`config.mk`:
```
export PLATFORM = sky130hd
export DESIGN_NAME = memory_accessor
export DESIGN_NICKNAME = d
export VERILOG_FILES = /design/src/rtl/memory_accessor.sv
export SDC_FILE = /design/constraint.sdc
export NUM_CORES = 1
export LEC_CHECK = 0
export BUFFER_PORTS_ARGS = -buffer_cell sky130_fd_sc_hd__buf_2
export CORE_AREA = 5 5 140 142
export DETAILED_ROUTE_END_ITERATION = 7
export DIE_AREA = 0 0 145 147
export PLACE_DENSITY_LB_ADDON = 0.15
export SYNTH_ARGS = -nofsm -noshare
export SYNTH_HDL_FRONTEND = slang
export SYNTH_SLANG_ARGS = --single-unit
```
`constraint.sdc`:
```
create_clock -name CLK -period 6.4 [get_ports CLK]
set_input_delay 0.32 -clock CLK [delete_from_list [all_inputs] [get_ports CLK]]
set_output_delay 0.32 -clock CLK [all_outputs]
set_load 0.01 [all_outputs]
```
`src/rtl/memory_accessor.sv`:
```
// +----------------------------------------------------------------------------+
// | memory_accessor: executes MA packets as single 32-bit loads/stores and     |
// | emits a {dest, data} result token. Option: MEMORY_ACCESSOR_STORE_ACK_EN.   |
// | Revision: 1.0                                                              |
// +----------------------------------------------------------------------------+
`default_nettype none

module memory_accessor #(
   parameter int PACKET_WIDTH = 160,
   parameter int TOKEN_WIDTH  = 64
) (
   input  logic                    CLK,
   input  logic                    RST,
   input  logic [31:0]             BASEADDR,
   input  logic                    RECEIVE_PC_VALID,
   input  logic [PACKET_WIDTH-1:0] RECEIVE_PC_DATA,
   output logic                    RECEIVE_PC_READY,
   output logic                    MEM_SEND_ADDR_VALID,
   output logic [31:0]             MEM_SEND_ADDR,
   output logic                    MEM_SEND_DATA_VALID,
   output logic [31:0]             MEM_SEND_DATA,
   input  logic                    MEM_SEND_READY,
   input  logic                    MEM_RECEIVE_VALID,
   input  logic [31:0]             MEM_RECEIVE_DATA,
   output logic                    MEM_RECEIVE_READY,
   output logic                    SEND_TK_VALID,
   output logic [TOKEN_WIDTH-1:0]  SEND_TK_DATA,
   input  logic                    SEND_TK_READY,
   output logic                    ERR
);

   localparam logic [1:0] S_RECEIVE     = 2'd0;
   localparam logic [1:0] S_MEM_SEND    = 2'd1;
   localparam logic [1:0] S_MEM_RECEIVE = 2'd2;
   localparam logic [1:0] S_SEND        = 2'd3;

   localparam logic [1:0] c_MEMOP_LOAD  = 2'b00;
   localparam logic [1:0] c_MEMOP_STORE = 2'b01;

   logic [1:0]  r_state;
   logic        r_pc_ready;
   logic        r_addr_valid;
   logic        r_tk_valid;
   logic        r_err;
   logic [1:0]  r_memop;
   logic [31:0] r_dest;
   logic [31:0] r_offset;
   logic [31:0] r_sdata;
   logic [31:0] r_rdata;

   logic [1:0]  w_in_memop;
   logic        w_in_legal;
   logic        w_is_store;
   logic        w_is_legal;
   logic [31:0] w_tk_word;
   logic        w_unused;

   assign w_in_memop = RECEIVE_PC_DATA[PACKET_WIDTH-9 -: 2];
   assign w_in_legal = ~w_in_memop[1];
   assign w_is_store = (r_memop == c_MEMOP_STORE);
   assign w_is_legal = ~r_memop[1];

   // opmode, the low memop-word bits and word4 are carried but never used
   assign w_unused = &{1'b0, RECEIVE_PC_DATA[PACKET_WIDTH-1 -: 8],
                       RECEIVE_PC_DATA[PACKET_WIDTH-11 -: 22],
                       RECEIVE_PC_DATA[31:0]};

   always_ff @(posedge CLK) begin
      if (RST) begin
         r_state      <= S_RECEIVE;
         r_pc_ready   <= 1'b0;
         r_addr_valid <= 1'b0;
         r_tk_valid   <= 1'b0;
         r_err        <= 1'b0;
         r_memop      <= c_MEMOP_LOAD;
         r_dest       <= '0;
         r_offset     <= '0;
         r_sdata      <= '0;
         r_rdata      <= '0;
      end else begin
         case (r_state)
            S_RECEIVE: begin
               if (r_pc_ready && RECEIVE_PC_VALID) begin
                  r_pc_ready <= 1'b0;
                  r_memop    <= w_in_memop;
                  r_dest     <= RECEIVE_PC_DATA[PACKET_WIDTH-33 -: 32];
                  r_offset   <= RECEIVE_PC_DATA[PACKET_WIDTH-65 -: 32];
                  r_sdata    <= RECEIVE_PC_DATA[PACKET_WIDTH-97 -: 32];
                  if (w_in_legal) begin
                     r_state <= S_MEM_SEND;
                  end else begin
                     r_state <= S_SEND;
                     r_err   <= 1'b1;
                  end
               end else begin
                  r_pc_ready <= 1'b1;
               end
            end
            S_MEM_SEND: begin
               if (r_addr_valid && MEM_SEND_READY) begin
                  r_addr_valid <= 1'b0;
`ifdef MEMORY_ACCESSOR_STORE_ACK_EN
                  r_state <= S_MEM_RECEIVE;
`else
                  r_state <= w_is_store ? S_SEND : S_MEM_RECEIVE;
`endif
               end else begin
                  r_addr_valid <= 1'b1;
               end
            end
            S_MEM_RECEIVE: begin
               if (MEM_RECEIVE_VALID) begin
                  // a store's ack carries no data worth keeping
                  if (!w_is_store) begin
                     r_rdata <= MEM_RECEIVE_DATA;
                  end
                  r_state <= S_SEND;
               end
            end
            default: begin
               if (r_tk_valid && SEND_TK_READY) begin
                  r_tk_valid <= 1'b0;
                  r_state    <= S_RECEIVE;
               end else begin
                  r_tk_valid <= 1'b1;
               end
            end
         endcase
      end
   end

   always_comb begin
      w_tk_word = r_rdata;
      if (!w_is_legal) begin
         w_tk_word = 32'hFFFF_FFFF;
      end else if (w_is_store) begin
         w_tk_word = r_sdata;
      end
   end

   assign RECEIVE_PC_READY    = r_pc_ready;
   assign MEM_SEND_ADDR_VALID = r_addr_valid;
   assign MEM_SEND_ADDR       = BASEADDR + r_offset;
   assign MEM_SEND_DATA_VALID = r_addr_valid & w_is_store;
   assign MEM_SEND_DATA       = r_sdata;
   assign MEM_RECEIVE_READY   = 1'b1;
   assign SEND_TK_VALID       = r_tk_valid;
   assign SEND_TK_DATA        = {r_dest, w_tk_word};
   assign ERR                 = r_err;

endmodule

`default_nettype wire

```
## Word level (Yosys, flattened, before mapping)

Index checks and enable logic that the tools add are counted.
W data, S select, Z words.

| word-level totals | value |
|---|---|
| input bits | 230 |
| output and inout bits | 134 |
| flip-flop bits (word level) | 136 |

| cells by class | value |
|---|---|
| reductions and logical operators | 10 |
| bitwise gates (word level) | 2 |
| add/sub/neg operators | 1 |
| eq/ne operators | 6 |
| mux-type cells | 12 |

Operators with widths:

| operator | number |
|---|---|
| $mux W32 | 2 |
| $add A32 B32 Y32 | 1 |
| $mux W2 | 5 |
| $ne A2 B2 Y1 const B | 3 |
| $pmux W2 S3 | 1 |
| $reduce_and A3 Y1 | 2 |
| $eq A2 B1 Y1 const B | 2 |
| $mux W1 | 4 |
| $reduce_and A4 Y1 | 1 |
| $reduce_bool A4 Y1 | 1 |
| $logic_and A1 B1 Y1 | 3 |
| $reduce_or A3 Y1 | 1 |
| $eq A2 B2 Y1 const B | 1 |
| $logic_not A2 Y1 | 1 |
| $reduce_and A2 Y1 | 1 |
| $and A1 B1 Y1 | 1 |
| $not A1 Y1 | 1 |

## Logic depth before layout (Yosys ltp)

| depth | value |
|---|---|
| word-level depth | 4 |
| depth in mapped cells | 9 |

## Worst setup path after synthesis

Ideal clock, no wire load.

| timing path | value |
|---|---|
| path kind | input port to output port |
| start point | in BASEADDR[0] |
| end point | out MEM_SEND_ADDR[28] |
| stages on the path | 9 |
| slack | 3.717 ns |
| path buffers | 0 |
| arrival | 2.363 ns |
| cells stage by stage | ha_1 -> fa_1 -> a21o_1 -> a221o_2 -> a21oi_2 -> or4b_4 -> nand3b_4 -> and2_1 -> a221oi_2 |

| on the way | value |
|---|---|
| word-level cells in the longest chain between the ends | 1 |

Ends and longest elaborated chain:

| what | RTL line | text |
|---|---|---|
| start, declared | 14 | `input logic [31:0] BASEADDR,` |
| $add A32 B32 Y32 | 143 | `assign MEM_SEND_ADDR = BASEADDR + r_offset;` |
| end, declared | 19 | `output logic [31:0] MEM_SEND_ADDR,` |

No other way between the ends.

## Worst setup path after layout

| timing path | value |
|---|---|
| start point | reg r_offset[0] |
| end point | out MEM_SEND_ADDR[28] |

| on the way | value |
|---|---|
| word-level cells in the longest chain between the ends | 1 |

Ends and longest elaborated chain:

| what | RTL line | text |
|---|---|---|
| start, declared | 47 | `logic [31:0] r_offset;` |
| start signal, assigned | 87 | `r_offset <= RECEIVE_PC_DATA[PACKET_WIDTH-65 -: 32];` |
| $add A32 B32 Y32 | 143 |  |

No other way between the ends.

==> results.py <==
metrics = {
    "grt": {
        "grt_max_degree": 101,
        "grt.overflow.total": 0,
        "overall_global_routing_resource_usage_pct": 20.1,
        "grt_antenna_before_repair": 3,
        "grt_pass1_vias": 6947,
        "grt_pass1_wl_um": 35600,
    },
    "timing": {
        "fin_skew_ns": 0.0101,
        "finalHoldViolations": 0,
        "timing.max_slew.rel_slack_pct": 20.4,
        "period_needed_ns": 3.38,
        "whs_ns": 0.138,
        "worst-slew-pin-transition_ns": 1.19,
        "final.setup.tns_ns": 0,
        "finalCritPeriodShare_pct": 52.8,
        "slew_violations": 0,
        "rsz0062_at_grt": "false",
        "setup-violations-final": 0,
        "max_freq_ghz": 0.296,
        "setup_slack_ns": 3.02,
    },
    "clock_network": {
        "postCtsResizedCells": 0,
        "cts-root-buf": "sky130_fd_sc_hd__clkbuf_16",
        "post_cts_buffers": 0,
        "postCtsHoldBufs": 0,
        "h-tree-depth": 4,
        "clock_insertion_delay_worst_skew_ns": 0.41,
        "cts.sinks": 136,
        "tritoncts.num_buffers": 17,
        "tritoncts": "built",
        "cts.clk_slew.worst_paths_ns": 0.07,
        "cts_max_path_buffers": 2,
    },
    "worst_setup_path": {
        "worst-path-max-fanout": 4,
        "setup.worst_path.end_class": "output port",
        "timing.critical_path.arrival_ns": 3.06,
        "critical_path_class": "reg2out",
        "start_kind": "flip-flop",
        "critPathRequiredTime_ns": 6.08,
    },
    "routing": {
        "drt_pass1_iterations": 5,
        "wire_length_on_met3_um": 1640,
        "met2_routed_length_um": 10600,
        "number_of_nets_with_antenna_violations_after_routing": 0,
        "total_number_of_vias": 7172,
        "wl_met1_um": 9660,
        "initialDrtViolationCount": 362,
        "drc": 0,
        "mean_routed_wirelength_per_cell_um": 15.5,
        "top_signal_layer_used": "met5",
        "detail_route.wirelength_um": 22300,
        "routed_via_count_divided_by_cell_count": 4.98,
    },
    "cells_and_area": {
        "drive_above_1_share_pct": 29.9,
        "finish.cell_count_without_fillers": 1439,
        "fin_area_mm2": 0.00927,
        "area_growth_pct": 31.6,
        "final_net_count": 1456,
    },
    "yosys": {
        "proportion_of_netlist_area_held_by_the_largest_area_contributor_pct": 38.6,
        "synth_top_flop_cell": "sky130_fd_sc_hd__dfxtp_1",
        "synthDominantAreaCellType": "sky130_fd_sc_hd__dfxtp_1",
        "distinct_cell_type_count_after_synthesis": 61,
        "area_of_the_mapped_netlist_mm2": 0.00705,
        "synthMostInstantiatedCell": "sky130_fd_sc_hd__nand2_1",
        "post_synth_main_area_contributors": "sky130_fd_sc_hd__dfxtp_1 (39%), sky130_fd_sc_hd__nand2_1 (15%), sky130_fd_sc_hd__a21oi_1 (12%), sky130_fd_sc_hd__ha_1 (6.2%), sky130_fd_sc_hd__a211o_1 (4.1%)",
        "synth_fp_nets": 1191,
        "avgSynthCellArea_um2": 7.62,
        "number_of_enable_type_register_cells_in_the_synthesized_netlist": 0,
        "ys_warn_count": 0,
        "yosysSeqAreaShare_pct": 38.6,
        "ys_seq_elements": 136,
        "ys_top_cells_by_count": "sky130_fd_sc_hd__nand2_1 (289), sky130_fd_sc_hd__a21oi_1 (169), sky130_fd_sc_hd__dfxtp_1 (136)",
        "async_flop_share_pct": 0,
        "synthCells": 925,
    },
    "power_and_ir_drop": {
        "vdd_ir_drop_max_mv": 0.170,
        "power-per-cell-area_mw_per_mm2": 329,
        "total_leakage_power_uw": 0.00451,
    },
    "outcome": {
        "outcome": "completed",
    },
    "placed_design": {
        "dp_cells": 1405,
        "place_worst_setup_slack_ns": 3.32,
        "place.port_buffers": 300,
        "gp_congestion": 0.901,
        "place.detailed.hpwl_um": 16200,
        "placement.cell_area_mm2": 0.00865,
    },
    "floorplanning": {
        "core_area_mm2": 0.0183,
        "initial_core_util_pct": 38.5,
        "die_h_um": 147,
        "dieArea_mm2": 0.0213,
        "rows": 50,
        "fp.dieW_um": 145,
        "num_io_pins": 364,
    },
    "hold_path": {
        "holdCritPathClass": "in2reg",
    },
    "flow_run": {
        "max-cap-violations": 0,
    },
}
## final timing paths
kind | startpoint | end | slack, ns | depth (start not counted)
setup / recovery | r_offset[0]$_SDFFE_PP0P_ | MEM_SEND_ADDR[28] | 3.02 | 10
hold / removal | RECEIVE_PC_DATA[44] | MEM_SEND_DATA[12]$_SDFFE_PP0P_ | 0.14 | 3
setup reg to reg | r_state[0]$_SDFFE_PP0P_ | r_dest[11]$_SDFFE_PP0P_ | 4.15 | 6
hold reg to reg | r_rdata[22]$_SDFFE_PP0P_ | r_rdata[22]$_SDFFE_PP0P_ | 0.45 | 2
## logic make-up after synthesis
logic type | after synthesis | share of synthesized area, %
flops | 136 | 38.6
compound gates | 269 | 23.6
buf+inv | 75 | 4.53
other cells | 1 | 0.0532
simple gates | 378 | 23.0
xor+xnor | 30 | 3.73
fa+ha+maj | 36 | 6.50
## metal layers
metal | vias up | global-route usage [%]
met5 | - | 0
met4 | 2 | 6.40
met3 | 27 | 6.85
met2 | 200 | 33.1
met1 | 3260 | 24.8
li1 | 3683 | -
## cell usage in the layout, fill, tap and decap left out, drive strengths merged, types with 13 or more instances in the layout
cell    netlist  layout
buf           4     306
nand2       289     289
a21oi       171     171
dfxtp       136     136
nor2b        35      35
ha           35      35
a211o        33      33
o21ai        22      22
inv          15      22
nor2         18      18
clkbuf       55      18
xnor2        17      17
xor2         13      13
## stage by stage
| stage | util [%] | total power, µW |
|---|---|---|
| 6_report | 50.6 | 3050 |
| 5_1_grt | 50.6 | 3250 |
| 4_1_cts | 50.6 | 3090 |
| 3_5_place_dp | 47.2 | 2040 |
| 3_3_place_gp | 47.2 | 2030 |
| 2_1_floorplan | - | 1680 |
## worst max-delay path, cell delays in order (launching register included)
cell                       delay (ns)
sky130_fd_sc_hd__dfxtp_1         0.31
sky130_fd_sc_hd__ha_1            0.21
sky130_fd_sc_hd__fa_1            0.42
sky130_fd_sc_hd__a21o_1          0.22
sky130_fd_sc_hd__a221o_2         0.38
sky130_fd_sc_hd__a21oi_2         0.19
sky130_fd_sc_hd__or4b_4          0.17
sky130_fd_sc_hd__nand3b_4        0.09
sky130_fd_sc_hd__and2_1          0.19
sky130_fd_sc_hd__a221oi_2        0.28
sky130_fd_sc_hd__buf_2           0.18
## area by class of cell
class | instances | area [µm²]
antenna | 2 | 5.00
inverter | 15 | 56.3
clock inverter | 14 | 184
fill | 1918 | 9060
sequential | 136 | 2720
clock buffer | 18 | 439
tap | 234 | 293
multi-input combinational | 714 | 4020
timing repair buffer | 306 | 1550
## sequential cells by signal, summed over array words and instances, names as in the netlist
| name | cells |
|---|---|
| MEM_SEND_DATA | 32 |
| r_dest | 32 |
| r_offset | 32 |
| r_rdata | 32 |
| r_memop | 2 |
| r_state | 2 |
| ERR | 1 |
| MEM_SEND_ADDR_VALID | 1 |
| RECEIVE_PC_READY | 1 |
| SEND_TK_VALID | 1 |
## power by group
part / switching (µW) / total, µW / internal, µW
sequential: 69.0 / 1030 / 960
combinational: 591 / 983 / 392
clock: 406 / 1040 / 635
Note: power is estimated with default switching activity, not from simulation.
